## src/rtl/sid_envelope.sv

```systemverilog
// ADSR envelope generator for the SID voice: gate-driven ATTACK/DECAY/SUSTAIN/RELEASE level sequencer.
// Optional piecewise-exponential DECAY/RELEASE tail enabled by defining SID_ENV_EXP_DECAY_EN.
module sid_envelope #(
  parameter int unsigned PRESCALE_BASE = 1,
  parameter int unsigned CNT_W         = 24
) (
  input  logic       clk,
  input  logic       rst,
  input  logic [7:0] sid_attack,
  input  logic [7:0] sid_sustain,
  input  logic [7:0] sid_waveform,
  output logic [7:0] env_out,
  output logic [2:0] env_state,
  output logic       env_active
);

  typedef enum logic [2:0] {
    ST_IDLE    = 3'd0,
    ST_ATTACK  = 3'd1,
    ST_DECAY   = 3'd2,
    ST_SUSTAIN = 3'd3,
    ST_RELEASE = 3'd4
  } env_state_e;

  env_state_e       state_q, state_d;
  logic [7:0]       env_q, env_d;
  logic [CNT_W-1:0] cnt_q, cnt_d;
  logic             gate_q;
  logic             active_q, active_d;

  logic             rise_s, fall_s, tick_s;
  logic [3:0]       rate_s;
  logic [2:0]       k_s;
  logic [4:0]       shift_s;
  logic [CNT_W-1:0] period_s;
  logic [7:0]       sus_lvl_s;
  logic             wave_unused_s;

`ifdef SID_ENV_EXP_DECAY_EN
  // Extra period shift that bends the DECAY/RELEASE slope as the level falls.
  function automatic logic [2:0] exp_k(input logic [7:0] lvl);
    logic [2:0] k;
    if (lvl >= 8'h5D) begin
      k = 3'd0;
    end else if (lvl >= 8'h36) begin
      k = 3'd1;
    end else if (lvl >= 8'h1A) begin
      k = 3'd2;
    end else if (lvl >= 8'h0E) begin
      k = 3'd3;
    end else if (lvl >= 8'h06) begin
      k = 3'd4;
    end else begin
      k = 3'd5;
    end
    return k;
  endfunction
`endif

  assign rise_s        = sid_waveform[0] & ~gate_q;
  assign fall_s        = ~sid_waveform[0] & gate_q;
  assign sus_lvl_s     = {sid_sustain[3:0], sid_sustain[3:0]};
  assign wave_unused_s = ^sid_waveform[7:1];

  // Step period selection and tick generation; rate fields are used live.
  always_comb begin
    rate_s = 4'd0;
    k_s    = 3'd0;
    case (state_q)
      ST_ATTACK:  rate_s = sid_attack[3:0];
      ST_DECAY:   rate_s = sid_attack[7:4];
      ST_RELEASE: rate_s = sid_sustain[7:4];
      default:    rate_s = 4'd0;
    endcase
`ifdef SID_ENV_EXP_DECAY_EN
    if ((state_q == ST_DECAY) || (state_q == ST_RELEASE)) begin
      k_s = exp_k(env_q);
    end else begin
      k_s = 3'd0;
    end
`endif
    shift_s  = {1'b0, rate_s} + {2'b00, k_s};
    period_s = CNT_W'(PRESCALE_BASE) << shift_s;
    tick_s   = (cnt_q >= (period_s - CNT_W'(1)));
  end

  // Next-state, next-level and rate counter logic; gate edges outrank ticks.
  always_comb begin
    state_d = state_q;
    env_d   = env_q;
    if (rise_s) begin
      state_d = ST_ATTACK;
    end else if (fall_s) begin
      state_d = ST_RELEASE;
    end else begin
      case (state_q)
        ST_IDLE: begin
          env_d = 8'h00;
        end
        ST_ATTACK: begin
          if (env_q == 8'hFF) begin
            state_d = ST_DECAY;
          end else if (tick_s) begin
            env_d = env_q + 8'd1;
            if (env_q == 8'hFE) begin
              state_d = ST_DECAY;
            end else begin
              state_d = ST_ATTACK;
            end
          end else begin
            state_d = ST_ATTACK;
          end
        end
        ST_DECAY: begin
          if (env_q <= sus_lvl_s) begin
            state_d = ST_SUSTAIN;
          end else if (tick_s) begin
            env_d = env_q - 8'd1;
          end else begin
            env_d = env_q;
          end
        end
        ST_SUSTAIN: begin
          state_d = ST_SUSTAIN;
        end
        ST_RELEASE: begin
          if (env_q == 8'h00) begin
            state_d = ST_IDLE;
          end else if (tick_s) begin
            env_d = env_q - 8'd1;
          end else begin
            env_d = env_q;
          end
        end
        default: begin
          state_d = ST_IDLE;
          env_d   = 8'h00;
        end
      endcase
    end

    if (rise_s || fall_s || (state_d != state_q) || tick_s) begin
      cnt_d = '0;
    end else begin
      cnt_d = cnt_q + CNT_W'(1);
    end
    active_d = (state_d != ST_IDLE);
  end

  // State registers; gate history keeps tracking during reset so a held gate is not a rise.
  always_ff @(posedge clk) begin
    gate_q <= sid_waveform[0];
    if (rst) begin
      state_q  <= ST_IDLE;
      env_q    <= 8'h00;
      cnt_q    <= '0;
      active_q <= 1'b0;
    end else begin
      state_q  <= state_d;
      env_q    <= env_d;
      cnt_q    <= cnt_d;
      active_q <= active_d;
    end
  end

  assign env_out    = env_q;
  assign env_state  = state_q;
  assign env_active = active_q;

endmodule
```

## config.mk

```make
export PLATFORM = sky130hd
export DESIGN_NAME = sid_envelope
export DESIGN_NICKNAME = d
export VERILOG_FILES = /design/src/rtl/sid_envelope.sv
export SDC_FILE = /design/constraint.sdc
export NUM_CORES = 1
export LEC_CHECK = 0
export ABC_CLOCK_PERIOD_IN_PS = 11600
export CORE_MARGIN = 3
export CORE_UTILIZATION = 42
export CTS_BUF_LIST = sky130_fd_sc_hd__clkbuf_8
export DETAILED_ROUTE_END_ITERATION = 7
export HOLD_SLACK_MARGIN = 0.12
export SLEW_MARGIN = 20
export SYNTH_ARGS = -nofsm -noshare
export SYNTH_HDL_FRONTEND = slang
export SYNTH_SLANG_ARGS = --single-unit
export TNS_END_PERCENT = 10
```

## constraint.sdc

```tcl
create_clock -name clk -period 11.6 [get_ports clk]
set_clock_uncertainty 0.15 [all_clocks]
set_input_delay 2.32 -clock clk [delete_from_list [all_inputs] [get_ports clk]]
set_output_delay 2.32 -clock clk [all_outputs]
set_load 0.1 [all_outputs]
```

==> impl_metrics.json <==
{
  "status": "completed",
  "routedLengthMet1_mm": 4.06,
  "max_cap_viol_count": 0,
  "cellPowerDensity_nw_per_um2": 81.1,
  "initial_core_utilization": 0.433,
  "tritoncts": "yes",
  "timing.critical_path.slowest_stage_cell": "sky130_fd_sc_hd__a21oi_1",
  "power_report.internal_total_uw": 202,
  "rows": 32,
  "irDropWorstVdd_uv": 42.7,
  "die_x_extent_um": 95.5,
  "estimated_wirelength_of_the_detail_placed_design_mm": 5.95,
  "total_vias_in_the_final_route": 2965,
  "final_layout_size_suffix_gt1_frac": 0.101,
  "chain_of_cells_forming_the_critical_path": "clkdlybuf4s50_1 > a22oi_1 > nor2_1 > a21oi_1 > and3_1 > nand2_1 > ha_1 > nor2_1 > a32oi_1 > o21a_1 > ha_1 > nand2_1 > o21ai_0 > a221oi_1 > a31oi_2 > or3_4 > a211oi_1",
  "leakagePower_uw": 0.00145,
  "slew-limit-headroom": 0.347,
  "synth_edf_count": 0,
  "postSynth.topFlopCell": "sky130_fd_sc_hd__dfxtp_1",
  "clock-sinks": 37,
  "drc": 0,
  "ctsRootBufferMaster": "sky130_fd_sc_hd__clkbuf_8",
  "wire_per_inst_um": 14.8,
  "wirelength_mm": 7.84,
  "detail-route-antenna-nets": 0,
  "die_area_um2": 9120,
  "global_route_wire_length_before_repair_mm": 13.0,
  "critPathMaxStageDelay_ns": 0.72,
  "placeable_area_um2": 7770,
  "most-common-layout-cells": "sky130_fd_sc_hd__nand2_1, sky130_fd_sc_hd__ha_1, sky130_fd_sc_hd__dfxtp_1, sky130_fd_sc_hd__clkdlybuf4s50_1, sky130_fd_sc_hd__nor2_1",
  "drt_first_pass_iters": 4,
  "clkPwrFrac": 0.296,
  "timing.hold.worst.class": "reg2reg",
  "overflow": 0,
  "postLayoutCoreUtil": 0.491,
  "ctsHoldBuffers": 0,
  "design.portCount": 38,
  "first_global_vias": 2694,
  "cp.required_ns": 11.66,
  "met2_routed_wl_mm": 3.50,
  "crit_arrival_ns": 7.40,
  "seq_power_share": 0.425,
  "ys_warn_count": 0,
  "setup_tns_ns": 0,
  "antenna-diode-count": 0,
  "clock_tree.htree_level_count": 2,
  "design.final.nets": 494,
  "cp_max_fo": 21,
  "clockBufferDepth": 2,
  "numCtsBuffers": 5,
  "flip_flop_and_latch_count_after_synthesis": 37,
  "most_common_library_cell_in_the_layout_ignoring_fill_and_taps": "sky130_fd_sc_hd__nand2_1",
  "post_synth_inst_count": 398,
  "power.share.combinational": 0.279,
  "synth.distinct_cells": 66,
  "final.period_utilization": 0.633,
  "stdcell_count": 528,
  "gates_resized_cts_repair": 0,
  "finalSetupViolCount": 0,
  "insertion_delay_to_the_later_sink_of_the_worst_skew_pair_ns": 0.29,
  "post_dp_cell_area_um2": 3730,
  "clk_pin_slew_worst_paths_ns": 0.08,
  "power_switching_share": 0.346,
  "achievable-frequency_mhz": 136,
  "cp_top_family": "compound AO/OA/AOI/OAI gates",
  "final_period_minus_worst_setup_slack_ns": 7.34,
  "synth_area_um2": 3360,
  "count_of_buffers_inserted_at_the_top_level_ports": 30,
  "grt_setup_unrepaired": "false",
  "vias_per_cell": 5.62,
  "p_sw_uw": 107,
  "final_max_tran_viols": 0,
  "final-hold-violation-count": 0,
  "postCtsSetupBuffers": 0,
  "layout.cell_area.non_filler_um2": 3810,
  "grt_max_degree": 25,
  "top_signal_layer_used": "met4",
  "number_of_cells_in_the_design_after_placement": 520,
  "crit_path_end_kind": "flip-flop",
  "worst_slew_pin_slew_ns": 0.977,
  "crit_type": "in2reg",
  "area.growth.synth_to_final_pct": 13.4,
  "routed-wl-met3_um": 230,
  "initial_antenna_violation_count": 0,
  "groute.usage.overall": 0.179,
  "avgSynthCellArea_um2": 8.45,
  "synth_seq_area_share": 0.220,
  "die_height_um": 95.5,
  "async_reset_ff_frac": 0,
  "first_iter_violations": 134,
  "crit_buf_inv": 1,
  "place.gp.congestion": 0.828,
  "type_of_origin_of_the_critical_path": "input pin"
}
kinds of logic after synthesis:
family,count (synthesis),synth area share
AND/OR/NAND/NOR,143,0.216
buffers and inverters,36,0.0510
AO/OA/AOI/OAI,102,0.251
other,1,0.00112
flip-flops,37,0.220
adder cells (fa/ha/maj),43,0.162
XOR/XNOR,25,0.0651
multiplexers,11,0.0331
power groups by stage:
stage	Combinational (uW)	Clock [uW]	Sequential, uW
6_report	86.4	91.6	131
5_1_grt	96.8	99.3	132
4_1_cts	86.8	94.9	132
3_5_place_dp	86.1	0	135
3_3_place_gp	84.3	0	134
2_1_floorplan	59.1	0	141
worst min-delay path: cells and delay by family (launching register included):
kind | cells | cell delay [ns]
multiplexers | 1 | 0.05
flip-flops | 1 | 0.37
AND/OR/NAND/NOR | 1 | 0.08
worst paths after layout:
| kind | from | end | slack (ns) | cells past startpoint |
|---|---|---|---|---|
| worst min-delay path | env_out[4]$_SDFFE_PP0P_ | env_out[4]$_SDFFE_PP0P_ | 0.40 | 2 |
| worst min register to register | env_out[4]$_SDFFE_PP0P_ | env_out[4]$_SDFFE_PP0P_ | 0.40 | 2 |
| worst max-delay path | sid_attack[3] | cnt_q[6]$_SDFF_PP0_ | 4.26 | 17 |
| worst max register to register | env_state[2]$_SDFF_PP0_ | cnt_q[6]$_SDFF_PP0_ | 5.90 | 17 |
cell type report:
| class | count | area [um2] |
|---|---|---|
| fill | 760 | 3950 |
| multi-input combinational | 329 | 2470 |
| sequential | 37 | 741 |
| timing repair buffer | 33 | 323 |
| tap | 102 | 128 |
| inverter | 19 | 71.3 |
| clock buffer | 5 | 68.8 |
| clock inverter | 3 | 17.5 |
through the flow:
| stage | hold slack (ns) | setup slack (ns) | total power [uW] |
|---|---|---|---|
| after detailed placement | 0.392 | 3.99 | 221 |
| after CTS | 0.404 | 4.27 | 313 |
| after floorplan | 0.332 | 5.64 | 200 |
| after global placement | 0.382 | 4.07 | 219 |
| after global routing | 0.436 | 3.70 | 328 |
| final | 0.400 | 4.26 | 310 |
sequential cells by signal, indices dropped and copies added (netlist names):
name and flops:
cnt_q 24, env_active 1, env_out 8, env_state 3, gate_q 1
synth_stat cells (2+ instances only):
cell | instances | area (um2)
sky130_fd_sc_hd__nand4_1 | 9 | 56.3
sky130_fd_sc_hd__nor2_1 | 28 | 105
sky130_fd_sc_hd__xnor2_1 | 14 | 123
sky130_fd_sc_hd__dfxtp_1 | 37 | 741
sky130_fd_sc_hd__a22oi_1 | 4 | 30.0
sky130_fd_sc_hd__or4_1 | 4 | 30.0
sky130_fd_sc_hd__nand2_1 | 43 | 161
sky130_fd_sc_hd__nand3_1 | 15 | 75.1
sky130_fd_sc_hd__nand3b_1 | 2 | 15.0
sky130_fd_sc_hd__buf_2 | 8 | 40.0
sky130_fd_sc_hd__inv_1 | 18 | 67.6
sky130_fd_sc_hd__and3_1 | 4 | 25.0
sky130_fd_sc_hd__o21a_1 | 6 | 45.0
sky130_fd_sc_hd__a21oi_1 | 21 | 105
sky130_fd_sc_hd__buf_6 | 3 | 33.8
sky130_fd_sc_hd__a211oi_2 | 20 | 250
sky130_fd_sc_hd__ha_1 | 42 | 526
sky130_fd_sc_hd__nand2b_1 | 4 | 25.0
sky130_fd_sc_hd__mux2i_1 | 10 | 100
sky130_fd_sc_hd__o21ai_0 | 9 | 45.0
sky130_fd_sc_hd__a32oi_1 | 2 | 17.5
sky130_fd_sc_hd__a31oi_1 | 4 | 25.0
sky130_fd_sc_hd__a211oi_1 | 7 | 52.6
sky130_fd_sc_hd__a21o_1 | 5 | 37.5
sky130_fd_sc_hd__clkbuf_1 | 5 | 18.8
sky130_fd_sc_hd__nor3_1 | 10 | 50.1
sky130_fd_sc_hd__o21ai_1 | 3 | 15.0
sky130_fd_sc_hd__o2bb2ai_1 | 2 | 17.5
sky130_fd_sc_hd__nor2b_1 | 8 | 50.1
sky130_fd_sc_hd__xor2_1 | 11 | 96.3
sky130_fd_sc_hd__and4_1 | 5 | 43.8
metal layers:
layer,global-route usage,vias to the layer above
li1,-,1516
met1,0.260,1403
met2,0.286,41
met3,0.0237,5
met4,0.0320,0
met5,0,-
Note: power is estimated with default switching activity, not from simulation.
